**src/rtl/eq_band_mixer.sv**
```systemverilog
// eq_band_mixer: serial band summer with output clamp and master volume.
// One mixed sample per NUM_BANDS+3 clocks, single-cycle valid toward the DAC.
module eq_band_mixer #(
  parameter int NUM_BANDS = 5
) (
  input  logic                    clk,
  input  logic                    rst_n,
  input  logic                    smpl_vld,
  input  logic [16*NUM_BANDS-1:0] band_in,
  input  logic [11:0]             volume,
  output logic [15:0]             mix_out,
  output logic                    mix_vld,
  output logic                    busy,
  output logic                    overrun
);

  localparam int IW = (NUM_BANDS > 1) ? $clog2(NUM_BANDS) : 1;

  typedef enum logic [1:0] {
    IDLE,
    ACCUM,
    SAT,
    SCALE
  } state_t;

  state_t state;
  state_t state_nxt;

  logic signed [15:0] shadow [NUM_BANDS];
  logic [IW-1:0]      idx;
  logic signed [18:0] acc;
  logic signed [15:0] sat_sum;
  logic signed [28:0] prod;
  logic               last;
  logic               unused_prod;

  assign last = (idx == IW'(NUM_BANDS - 1));
  assign busy = (state != IDLE);

  // Volume is a non-negative Q0.12 gain, so it gets a zero sign bit.
  assign prod = sat_sum * $signed({1'b0, volume});

  // Top bit is redundant (|prod| < 2^27), low bits are the dropped fraction.
  assign unused_prod = ^{prod[28], prod[11:0]};

  // State register.
  always_ff @(posedge clk or negedge rst_n) begin
    if (!rst_n) begin
      state <= IDLE;
    end else begin
      state <= state_nxt;
    end
  end

  // Next-state: capture, one add per band, clamp, scale, back to idle.
  always_comb begin
    state_nxt = state;
    unique case (state)
      IDLE:    if (smpl_vld) state_nxt = ACCUM;
      ACCUM:   if (last) state_nxt = SAT;
      SAT:     state_nxt = SCALE;
      SCALE:   state_nxt = IDLE;
      default: state_nxt = IDLE;
    endcase
  end

  // Datapath: shadow capture, accumulation, clamp and volume scaling.
  always_ff @(posedge clk or negedge rst_n) begin
    if (!rst_n) begin
      for (int k = 0; k < NUM_BANDS; k++) begin
        shadow[k] <= '0;
      end
      idx     <= '0;
      acc     <= '0;
      sat_sum <= '0;
      mix_out <= '0;
      mix_vld <= 1'b0;
    end else begin
      mix_vld <= 1'b0;
      unique case (state)
        IDLE: begin
          if (smpl_vld) begin
            for (int k = 0; k < NUM_BANDS; k++) begin
              shadow[k] <= band_in[16*k +: 16];
            end
            idx <= '0;
            acc <= '0;
          end
        end
        ACCUM: begin
          acc <= acc + $signed({{3{shadow[idx][15]}}, shadow[idx]});
          idx <= idx + IW'(1);
        end
        SAT: begin
          if (acc > 19'sd32767) begin
            sat_sum <= 16'sh7FFF;
          end else if (acc < -19'sd32768) begin
            sat_sum <= 16'sh8000;
          end else begin
            sat_sum <= acc[15:0];
          end
        end
        SCALE: begin
          mix_out <= prod[27:12];
          mix_vld <= 1'b1;
        end
        default: ;
      endcase
    end
  end

  // Sticky flag: a strobe arrived while a sample was still in flight.
  always_ff @(posedge clk or negedge rst_n) begin
    if (!rst_n) begin
      overrun <= 1'b0;
    end else if (smpl_vld && (state != IDLE)) begin
      overrun <= 1'b1;
    end
  end

endmodule

```
**config.mk**
```make
export PLATFORM = sky130hd
export DESIGN_NAME = eq_band_mixer
export DESIGN_NICKNAME = d
export VERILOG_FILES = /design/src/rtl/eq_band_mixer.sv
export SDC_FILE = /design/constraint.sdc
export NUM_CORES = 1
export LEC_CHECK = 0
export CAP_MARGIN = 10
export CELL_PAD_IN_SITES_DETAIL_PLACEMENT = 0
export CELL_PAD_IN_SITES_GLOBAL_PLACEMENT = 2
export CORE_MARGIN = 5
export CORE_UTILIZATION = 41
export DETAILED_ROUTE_END_ITERATION = 10
export PLACE_DENSITY = 0.85
export SETUP_SLACK_MARGIN = 0.02
export SYNTH_ARGS = -nofsm -noshare
export SYNTH_HDL_FRONTEND = slang
export SYNTH_SLANG_ARGS = --single-unit
```
**constraint.sdc**
```tcl
create_clock -name clk -period 12.4 [get_ports clk]
set_input_delay 2.48 -clock clk [delete_from_list [all_inputs] [get_ports clk]]
set_output_delay 2.48 -clock clk [all_outputs]
set_load 0.02 [all_outputs]
```
==> flow_summary.toml, run 1 <==
[critical_path]
setup.worst_path.start_class = "primary input"
worst_path_most_repeated_cell = "sky130_fd_sc_hd__fa_1"
largest_fanout_on_the_critical_path = 16
worstSetupPathDepth = 18
worst_ep_required_time_ps = 12760
kind_of_cell_adding_the_most_delay_to_the_critical_path = "adder cells"
path_cells = "clkdlybuf4s50_1 > and2_1 > inv_1 > fa_1 > fa_1 > inv_1 > fa_1 > fa_1 > inv_1 > fa_1 > inv_1 > ha_1 > o211a_1 > a21oi_1 > a21oi_1 > nor2_1 > or3_1 > a31oi_1"
slowest_delay_ps = 790
cp-end-kind = "register"
worst_r2r_path_depth = 17
timing.critical_path.buf_inv = 5
cpMaxStageDelayCell = "sky130_fd_sc_hd__clkdlybuf4s50_1"
arrival_ps = 8240
criticalPathCategory = "primary input to register"

[routing]
avgViaCountPerCell = 5.05
route.vias.total = 9806
route.detailed.drc = 0
drt_pass1_iterations = 5
postRouteWirelength_mm = 32.0
routedWlPerCell_um = 16.5
iter_0_drt_violations = 425
ant_nets = 0

[clocking]
cts_max_path_buffers = 2
post_cts_resize_count = 0
tritoncts = "built"
worst_skew_pair.late_latency_ps = 450
cts.hold.buffers_added = 0
cts-root-buf = "sky130_fd_sc_hd__clkbuf_16"
cts.sinks = 138
cts_setup_buffers = 0
htree_num_levels = 4
cts_made_buffers = 17
clkTransAtPathRegs_ps = 70

[timing]
tns_ps = 0
timing.final.setup_violations = 0
final-max-slew-violation-count = 0
final_hold_viol_count = 0
final_critical_path_time_including_i_o_delays_and_setup_ps = 7870
rsz0062_at_grt = "false"
hold_ws_ps = 461
max_slew_margin_pct = 27.4
fin_worst_skew_ps = 24.8
max_freq_mhz = 127
min_period_over_period_pct = 63.5
tightestPinTransition_ps = 1090

[cells_and_area]
most_common_cell_after_layout_fill_and_taps_aside = "sky130_fd_sc_hd__inv_1"
fraction_of_final_layout_cells_with_drive_strength_greater_than_1_pct = 8.97
final_cell_area_mm2 = 0.0159
num_antenna_cells = 0
area_delta_synth_final_pct = 15.5
nNetsFinal = 1835
final.fill_count = 3234
final_cell_mix = "sky130_fd_sc_hd__inv_1, sky130_fd_sc_hd__fa_1, sky130_fd_sc_hd__dfrtp_1"

[global_route]
grt_antenna_before_repair = 1
number_of_global_route_vias_before_repair = 10700
grt_pass1_wl_mm = 54.9
grt_remaining_overflow = 0
global_route.usage.total_pct = 18.6
grt_max_degree = 82

[yosys]
synthesis.nets = 1758
seq_area_frac_synth_pct = 25.1
syn_inst = 1404
post_synth_main_area_contributors = "sky130_fd_sc_hd__fa_1, sky130_fd_sc_hd__dfrtp_1, sky130_fd_sc_hd__ha_1, sky130_fd_sc_hd__inv_1, sky130_fd_sc_hd__mux2_2"
synth.avg_cell_area_um2 = 9.79
yosys.cell_types.count = 62
yosys_warnings = 0
yosys_register_bits = 138
synth_enable_flop_cells = 0
async_flop_share_pct = 100
synth_largest_area_cell = "sky130_fd_sc_hd__fa_1"
post-synth-top-area-fraction_pct = 25.5
synth_flop_cell = "sky130_fd_sc_hd__dfrtp_1"
post_synth_instance_area_mm2 = 0.0137

[placed_design]
placement.io_buffers = 113
hpwlAfterDp_mm = 25.0
place_congestion = 0.802
place_area_mm2 = 0.0153

[floorplan]
die_width_um = 193
floorplan.die.height_um = 193
num_io_pins = 114
die_area_mm2 = 0.0373
fp.coreArea_mm2 = 0.0333
initial_core_util_pct = 41.3
row_count = 67

[worst_hold_path]
worst_hold_path.num_cells = 1
hold_path.class = "register to register"

[flow_run]
max_cap_violations = 0

[status]
status = "completed"
[cell type report]
type                       instances  area, µm²  area share [%]
clock buffer                      17        425            2.68
clock inverter                    15        186            1.17
inverter                         263        987            6.22
multi-input combinational        941       9070            57.2
sequential                       138       3450            21.8
tap                              448        561            3.53
timing repair buffer             120       1180            7.47
[per-stage QoR]
| stage | util [%] | instances | setup slack (ps) |
|---|---|---|---|
| floorplan | - | 1404 | 5100 |
| detailed placement | 45.9 | 1910 | 4070 |
| global placement | 45.9 | 1910 | 4110 |
| finish | 47.7 | 1942 | 4530 |
| global route | 47.7 | 1942 | 4070 |
| CTS | 47.7 | 1942 | 4510 |
[worst reg2reg max path, stage by stage, from the launching register on]
cell and delay, ps:
sky130_fd_sc_hd__dfrtp_1 640, sky130_fd_sc_hd__and2_1 240, sky130_fd_sc_hd__inv_1 70, sky130_fd_sc_hd__fa_1 490, sky130_fd_sc_hd__fa_1 680, sky130_fd_sc_hd__inv_1 230, sky130_fd_sc_hd__fa_1 500, sky130_fd_sc_hd__fa_1 540
sky130_fd_sc_hd__inv_1 50, sky130_fd_sc_hd__fa_1 470, sky130_fd_sc_hd__inv_1 40, sky130_fd_sc_hd__ha_1 430, sky130_fd_sc_hd__o211a_1 190, sky130_fd_sc_hd__a21oi_1 100, sky130_fd_sc_hd__a21oi_1 290, sky130_fd_sc_hd__nor2_1 130
sky130_fd_sc_hd__or3_1 350, sky130_fd_sc_hd__a31oi_1 160
[registers in the layout, indices dropped and copies added (netlist names)]
register / count
mix_vld: 1
overrun: 1
idx: 3
mix_out: 16
state: 2
sat_sum: 16
shadow: 80
acc: 19
[cells in the mapped netlist (7+ instances only)]
library cell / count
sky130_fd_sc_hd__inv_1: 262
sky130_fd_sc_hd__fa_1: 175
sky130_fd_sc_hd__dfrtp_1: 138
sky130_fd_sc_hd__nand2_1: 130
sky130_fd_sc_hd__and2_1: 106
sky130_fd_sc_hd__ha_1: 84
sky130_fd_sc_hd__mux2_2: 84
sky130_fd_sc_hd__clkbuf_1: 56
sky130_fd_sc_hd__nor2_1: 52
sky130_fd_sc_hd__a21oi_1: 51
sky130_fd_sc_hd__mux2i_1: 33
sky130_fd_sc_hd__o22ai_1: 31
sky130_fd_sc_hd__o21ai_0: 28
sky130_fd_sc_hd__a21o_1: 17
sky130_fd_sc_hd__xnor2_1: 17
sky130_fd_sc_hd__xor2_1: 16
sky130_fd_sc_hd__nand3_1: 12
sky130_fd_sc_hd__nor3_1: 9
sky130_fd_sc_hd__nand4_1: 8
sky130_fd_sc_hd__o211ai_1: 8
sky130_fd_sc_hd__and3_1: 7
[final timing paths]
check / end / slack, ps / startpoint
min: overrun / 460 / overrun
max in group asynchronous: acc[5] / 8930 / rst_n
min in group asynchronous: mix_out[1] / 1980 / rst_n
max reg2reg: mix_out[14] / 6730 / sat_sum[15]
min reg2reg: overrun / 460 / overrun
max: mix_out[14] / 4530 / volume[2]
[logic make-up after synthesis]
group,count (synthesis),synth area share [%]
XOR/XNOR,33,2.10
AO/OA/AOI/OAI,189,9.14
buffers and inverters,325,8.89
multiplexers,118,9.45
adder cells (fa/ha/maj),259,33.1
AND/OR/NAND/NOR,342,12.1
flip-flops,138,25.1
[routing by layer]
layer	routed length, µm	vias up	GRT usage [%]
met5	7	-	0
met4	837	2	6.18
met3	1450	50	3.55
met2	15200	196	31.1
met1	14600	4912	24.4
li1	-	4646	-
Power of run 1 is left out: the tool's default activity adds up to more than one toggle a clock period on the data nets, which glitch-free logic cannot reach.
==> inputs of run 2 (changes only) <==
--- a/config.mk
+++ b/config.mk
@@ -9,9 +9,9 @@
 export CELL_PAD_IN_SITES_DETAIL_PLACEMENT = 0
 export CELL_PAD_IN_SITES_GLOBAL_PLACEMENT = 2
 export CORE_MARGIN = 5
-export CORE_UTILIZATION = 41
+export CORE_UTILIZATION = 39
 export DETAILED_ROUTE_END_ITERATION = 10
-export PLACE_DENSITY = 0.85
+export PLACE_DENSITY = 0.82
 export SETUP_SLACK_MARGIN = 0.02
 export SYNTH_ARGS = -nofsm -noshare
 export SYNTH_HDL_FRONTEND = slang
==> constraint.sdc (replaced) <==
create_clock -name clk -period 7.7 [get_ports clk]
set_input_delay 1.54 -clock clk [delete_from_list [all_inputs] [get_ports clk]]
set_output_delay 1.54 -clock clk [all_outputs]
set_load 0.02 [all_outputs]
==> run 2 against run 1 <==
Effect of this change: global-route usage fell by 0.69 points; register-to-register slack got worse by 4800 ps; flip-flop and latch count did not move; die area rose by 4.9%; largest cell class unchanged; clock skew fell by 13 ps; critical endpoint unchanged; non-clock buffer count rose by 5; setup slack got worse by 3800 ps; highest routed layer is now met4; hold slack barely moved; count of clock-buffer cells in the layout rose by 5; routed wire length rose by 2.5%.
==> flow_summary.toml, run 2 (synthesis results as in run 1) <==
[floorplan]
floorplan.die.height_um = 198
num_io_pins = 114
die_width_um = 198
die_area_mm2 = 0.0391
fp.coreArea_mm2 = 0.0346
initial_core_util_pct = 39.7
row_count = 68

[cells_and_area]
final.fill_count = 3298
final_cell_area_mm2 = 0.0158
final_cell_mix = "sky130_fd_sc_hd__inv_1, sky130_fd_sc_hd__fa_1, sky130_fd_sc_hd__dfrtp_1"
area_delta_synth_final_pct = 15.3
largest_register_ff_count = 80
most_common_cell_after_layout_fill_and_taps_aside = "sky130_fd_sc_hd__inv_1"
fraction_of_final_layout_cells_with_drive_strength_greater_than_1_pct = 8.94
top_regs = "shadow (80), acc (19)"
num_antenna_cells = 0
register_with_the_highest_flop_count = "shadow"
nNetsFinal = 1840

[timing]
min_period_over_period_pct = 90.8
hold_ws_ps = 461
fin_worst_skew_ps = 12.3
final_critical_path_time_including_i_o_delays_and_setup_ps = 7000
timing.final.setup_violations = 0
rsz0062_at_grt = "false"
tightestPinTransition_ps = 1080
max_slew_margin_pct = 27.9
final_hold_viol_count = 0
tns_ps = 0
max_freq_mhz = 143
final-max-slew-violation-count = 0
finalWorstSetupSlack_ps = 705

[critical_path]
worstReg2RegEnd = "mix_out[14]"
worst_ep_required_time_ps = 8050
r2r_start = "sat_sum[15]"
cp-end-kind = "register"
reg2reg_slack_ps = 1950
criticalPathCategory = "primary input to register"
largest_fanout_on_the_critical_path = 16
setup.worst_path.start_class = "primary input"
arrival_ps = 7350
worst_r2r_path_depth = 17

[clocking]
cts_made_buffers = 17
clkTransAtPathRegs_ps = 70
htree_num_levels = 4
tritoncts = "built"
worst_skew_pair.late_latency_ps = 440
post_cts_resize_count = 0
cts.sinks = 138
cts_setup_buffers = 0
cts-root-buf = "sky130_fd_sc_hd__clkbuf_16"
cts_max_path_buffers = 2
cts.hold.buffers_added = 0

[routing]
drt_pass1_iterations = 5
ant_nets = 0
route.detailed.drc = 0
iter_0_drt_violations = 416
postRouteWirelength_mm = 32.9
routedWlPerCell_um = 16.8
route.vias.total = 9714
avgViaCountPerCell = 4.97

[worst_hold_path]
worst_hold_path.endpoint = "overrun"
critical_hold_path_startpoint = "overrun"
worst_hold_path.num_cells = 1
hold_path.class = "register to register"

[global_route]
grt_max_degree = 82
global_route.usage.total_pct = 17.9
grt_remaining_overflow = 0
number_of_global_route_vias_before_repair = 10500
grt_antenna_before_repair = 0
grt_pass1_wl_mm = 55.5

[placed_design]
hpwlAfterDp_mm = 25.7
place_congestion = 0.769
dp_slack_ps = 267
place_area_mm2 = 0.0153
placement.io_buffers = 113

[flow_run]
max_cap_violations = 0

[status]
status = "completed"
run 2: changes by cell type in the layout (fill, tap and decap cells not counted):
cell,before,now
sky130_fd_sc_hd__clkbuf_1,0,5
sky130_fd_sc_hd__inv_8,7,1
sky130_fd_sc_hd__inv_6,3,4
sky130_fd_sc_hd__buf_4,7,12
sky130_fd_sc_hd__clkinv_4,0,3
sky130_fd_sc_hd__clkinvlp_4,0,2
sky130_fd_sc_hd__inv_12,1,0
sky130_fd_sc_hd__clkinv_8,4,0
run 2: how the worst max path moves through the flow:
stage,startpoint,end,cells after the start
2_1_floorplan,volume[1],mix_out[14],18
3_3_place_gp,volume[1],mix_out[14],17
3_5_place_dp,volume[1],mix_out[14],17
4_1_cts,volume[1],mix_out[14],17
5_1_grt,volume[1],mix_out[14],17
6_report,volume[1],mix_out[14],17
run 2: critical path, cell delays in order:
cell and delay, ps:
sky130_fd_sc_hd__clkdlybuf4s50_1 830, sky130_fd_sc_hd__nand2_1 190, sky130_fd_sc_hd__fa_1 550, sky130_fd_sc_hd__fa_1 680, sky130_fd_sc_hd__inv_1 230, sky130_fd_sc_hd__fa_1 510, sky130_fd_sc_hd__fa_1 550, sky130_fd_sc_hd__inv_1 50
sky130_fd_sc_hd__fa_1 470, sky130_fd_sc_hd__inv_1 40, sky130_fd_sc_hd__ha_1 440, sky130_fd_sc_hd__o211a_1 200, sky130_fd_sc_hd__a21oi_1 100, sky130_fd_sc_hd__a21oi_1 280, sky130_fd_sc_hd__nor2_1 140, sky130_fd_sc_hd__or3_1 350
sky130_fd_sc_hd__a31oi_1 160
run 2: layout make-up:
type | instances | area [µm²] | area share (%)
clock inverters | 10 | 87.6 | 0.553
repair buffers | 125 | 1220 | 7.72
inverters | 263 | 987 | 6.23
well taps | 455 | 569 | 3.59
clock buffers | 22 | 444 | 2.80
multi-input cells | 941 | 9070 | 57.3
flip-flops and latches | 138 | 3450 | 21.8
run 2: layer usage:
layer	track usage (%)	up-vias	part of all wire, %
met4	5.71	0	2.4
li1	-	4655	-
met3	3.76	42	4.7
met5	0	-	0
met2	30.4	191	48
met1	22.9	4826	45
run 2: stage by stage:
step,util [%],std cells
4_1_cts,45.7,1954
6_report,45.7,1954
5_1_grt,45.7,1954
2_1_floorplan,-,1404
3_5_place_dp,44.2,1922
3_3_place_gp,44.2,1922
Power of run 2 is left out for the same reason.
==> inputs of run 3 (changes only) <==
--- a/config.mk
+++ b/config.mk
@@ -7,11 +7,12 @@
 export LEC_CHECK = 0
 export CAP_MARGIN = 10
 export CELL_PAD_IN_SITES_DETAIL_PLACEMENT = 0
-export CELL_PAD_IN_SITES_GLOBAL_PLACEMENT = 2
+export CELL_PAD_IN_SITES_GLOBAL_PLACEMENT = 1
 export CORE_MARGIN = 5
-export CORE_UTILIZATION = 39
+export CORE_UTILIZATION = 41
 export DETAILED_ROUTE_END_ITERATION = 10
-export PLACE_DENSITY = 0.82
+export GPL_TIMING_DRIVEN = 0
+export PLACE_DENSITY = 0.72
 export SETUP_SLACK_MARGIN = 0.02
 export SYNTH_ARGS = -nofsm -noshare
 export SYNTH_HDL_FRONTEND = slang
==> run 3 against run 2 <==
Effect of this change: setup slack lost 230 ps; largest cell class unchanged; critical path type unchanged; count of clock-buffer cells in the layout shrank 4; register-to-register slack lost 230 ps; highest routed layer is now met5; hold slack is essentially flat.
==> flow_summary.toml, run 3 (synthesis results as in run 1) <==
[cells_and_area]
seq_area_mm2 = 0.00345
final_cells = 1998
multi_input_comb_area_mm2 = 0.00907
largest_register_ff_count = 80
nNetsFinal = 1891
final_cell_area_mm2 = 0.0160
most_common_cell_after_layout_fill_and_taps_aside = "sky130_fd_sc_hd__inv_1"
final_cell_mix = "sky130_fd_sc_hd__inv_1, sky130_fd_sc_hd__fa_1, sky130_fd_sc_hd__dfrtp_1"
register_with_the_highest_flop_count = "shadow"
top_regs = "shadow (80), acc (19)"
final_core_util_pct = 48.2
num_antenna_cells = 0
area_delta_synth_final_pct = 16.8
final.fill_count = 3198
fraction_of_final_layout_cells_with_drive_strength_greater_than_1_pct = 8.26

[timing]
min_period_over_period_pct = 93.8
final_critical_path_time_including_i_o_delays_and_setup_ps = 7220
fin_worst_skew_ps = 17.3
final_hold_viol_count = 0
tightestPinTransition_ps = 919
final-max-slew-violation-count = 0
max_freq_mhz = 138
max_slew_margin_pct = 38.5
timing.final.setup_violations = 0
finalWorstSetupSlack_ps = 480
rsz0062_at_grt = "false"

[floorplan]
fp.coreArea_mm2 = 0.0333
die_area_mm2 = 0.0373
initial_core_util_pct = 41.3
floorplan.die.height_um = 193
row_count = 67
num_io_pins = 114
die_width_um = 193

[placed_design]
placement.io_buffers = 113
hpwlAfterDp_mm = 27.7
dp_slack_ps = -56.6
place_area_mm2 = 0.0155
place_congestion = 0.845
placed_cells_incl_taps = 1966

[clocking]
worst_skew_pair.late_latency_ps = 440
cts-root-buf = "sky130_fd_sc_hd__clkbuf_16"
cts.hold.buffers_added = 0
cts.sinks = 138
clkTransAtPathRegs_ps = 60
cts_max_path_buffers = 2
tritoncts = "built"
cts_setup_buffers = 0
cts_made_buffers = 17
htree_num_levels = 4

[global_route]
grt_antenna_before_repair = 2
global_route.usage.total_pct = 19.5
grt_pass1_wl_mm = 57.2
number_of_global_route_vias_before_repair = 10800
grt_remaining_overflow = 0
grt_max_degree = 77

[critical_path]
arrival_ps = 7580
setup.worst_path.start_class = "primary input"
worst_ep_required_time_ps = 8060
largest_fanout_on_the_critical_path = 10
cp-end-kind = "register"
path_cells = "clkdlybuf4s50_1 > clkbuf_1 > nand2_1 > fa_1 > fa_1 > inv_1 > fa_1 > inv_1 > fa_1 > fa_1 > inv_1 > ha_1 > clkbuf_1 > o211a_1 > a21oi_1 > a21oi_1 > nor2_1 > or3_1 > a31oi_1"
slowest_delay_ps = 670
criticalPathCategory = "primary input to register"
worst_path_most_repeated_cell = "sky130_fd_sc_hd__fa_1"
cpMaxStageDelayCell = "sky130_fd_sc_hd__clkdlybuf4s50_1"

[status]
status = "completed"

[routing]
route.detailed.drc = 0
route.vias.total = 10100
ant_nets = 0
iter_0_drt_violations = 380
avgViaCountPerCell = 5.04
routedWlPerCell_um = 17.0
drt_pass1_iterations = 5
postRouteWirelength_mm = 34.0

[worst_hold_path]
hold_path.class = "register to register"

[flow_run]
max_cap_violations = 0
[run 3: cell count changes in the layout (fill, tap and decap cells not counted), moves of 3 or more]
| cell | before | now |
|---|---|---|
| sky130_fd_sc_hd__clkbuf_1 | 5 | 56 |
| sky130_fd_sc_hd__inv_8 | 1 | 4 |
| sky130_fd_sc_hd__buf_1 | 0 | 5 |
| sky130_fd_sc_hd__buf_4 | 12 | 0 |
[run 3: timing repair]
action | 4_1_cts | 5_1_grt
hold endpoints to repair | 0 | 0
resized for setup | 0 | 2
setup endpoints to repair | 0 | 1
[run 3: layout make-up]
type,instances,share of cell area (%)
inverter,263,6.15
sequential,138,21.5
clock inverter,14,0.982
tap,448,3.49
clock buffer,18,2.67
buffer,62,1.47
timing repair buffer,114,7.23
multi-input combinational,941,56.5
[run 3: per-stage QoR]
| step | hold WS [ps] | TNS [ps] |
|---|---|---|
| floorplan | 474 | 0 |
| global placement | 439 | -101700 |
| detailed placement | 448 | -56.6 |
| CTS | 466 | 0 |
| global route | 483 | 0 |
| finish | 461 | 0 |
[run 3: worst max-delay path: cells and delay by family]
family	cells	cell delay [ps]
buffers and inverters	6	1670
AND/OR/NAND/NOR	3	640
AO/OA/AOI/OAI	4	790
adder cells (fa/ha/maj)	6	2930
[run 3: worst paths after layout]
path                        startpoint  cells after the start  slack [ps]          end
min in group asynchronous        rst_n                      1        1040   mix_out[0]
max in group asynchronous        rst_n                      2        5750  sat_sum[15]
setup reg to reg           sat_sum[15]                     18        1720  mix_out[14]
hold / removal                 overrun                      1         460      overrun
hold reg to reg                overrun                      1         460      overrun
setup / recovery             volume[3]                     19         480  mix_out[14]
[run 3: routing by layer]
layer	up-vias	part of all wire (%)	track usage, %	wire length (µm)
li1	4759	-	-	-
met1	5044	46	26.6	15700
met2	214	48	32.7	16200
met3	39	4.5	3.60	1540
met4	4	1.4	4.55	486
met5	-	0.080	0	27
Power of run 3 is left out for the same reason.
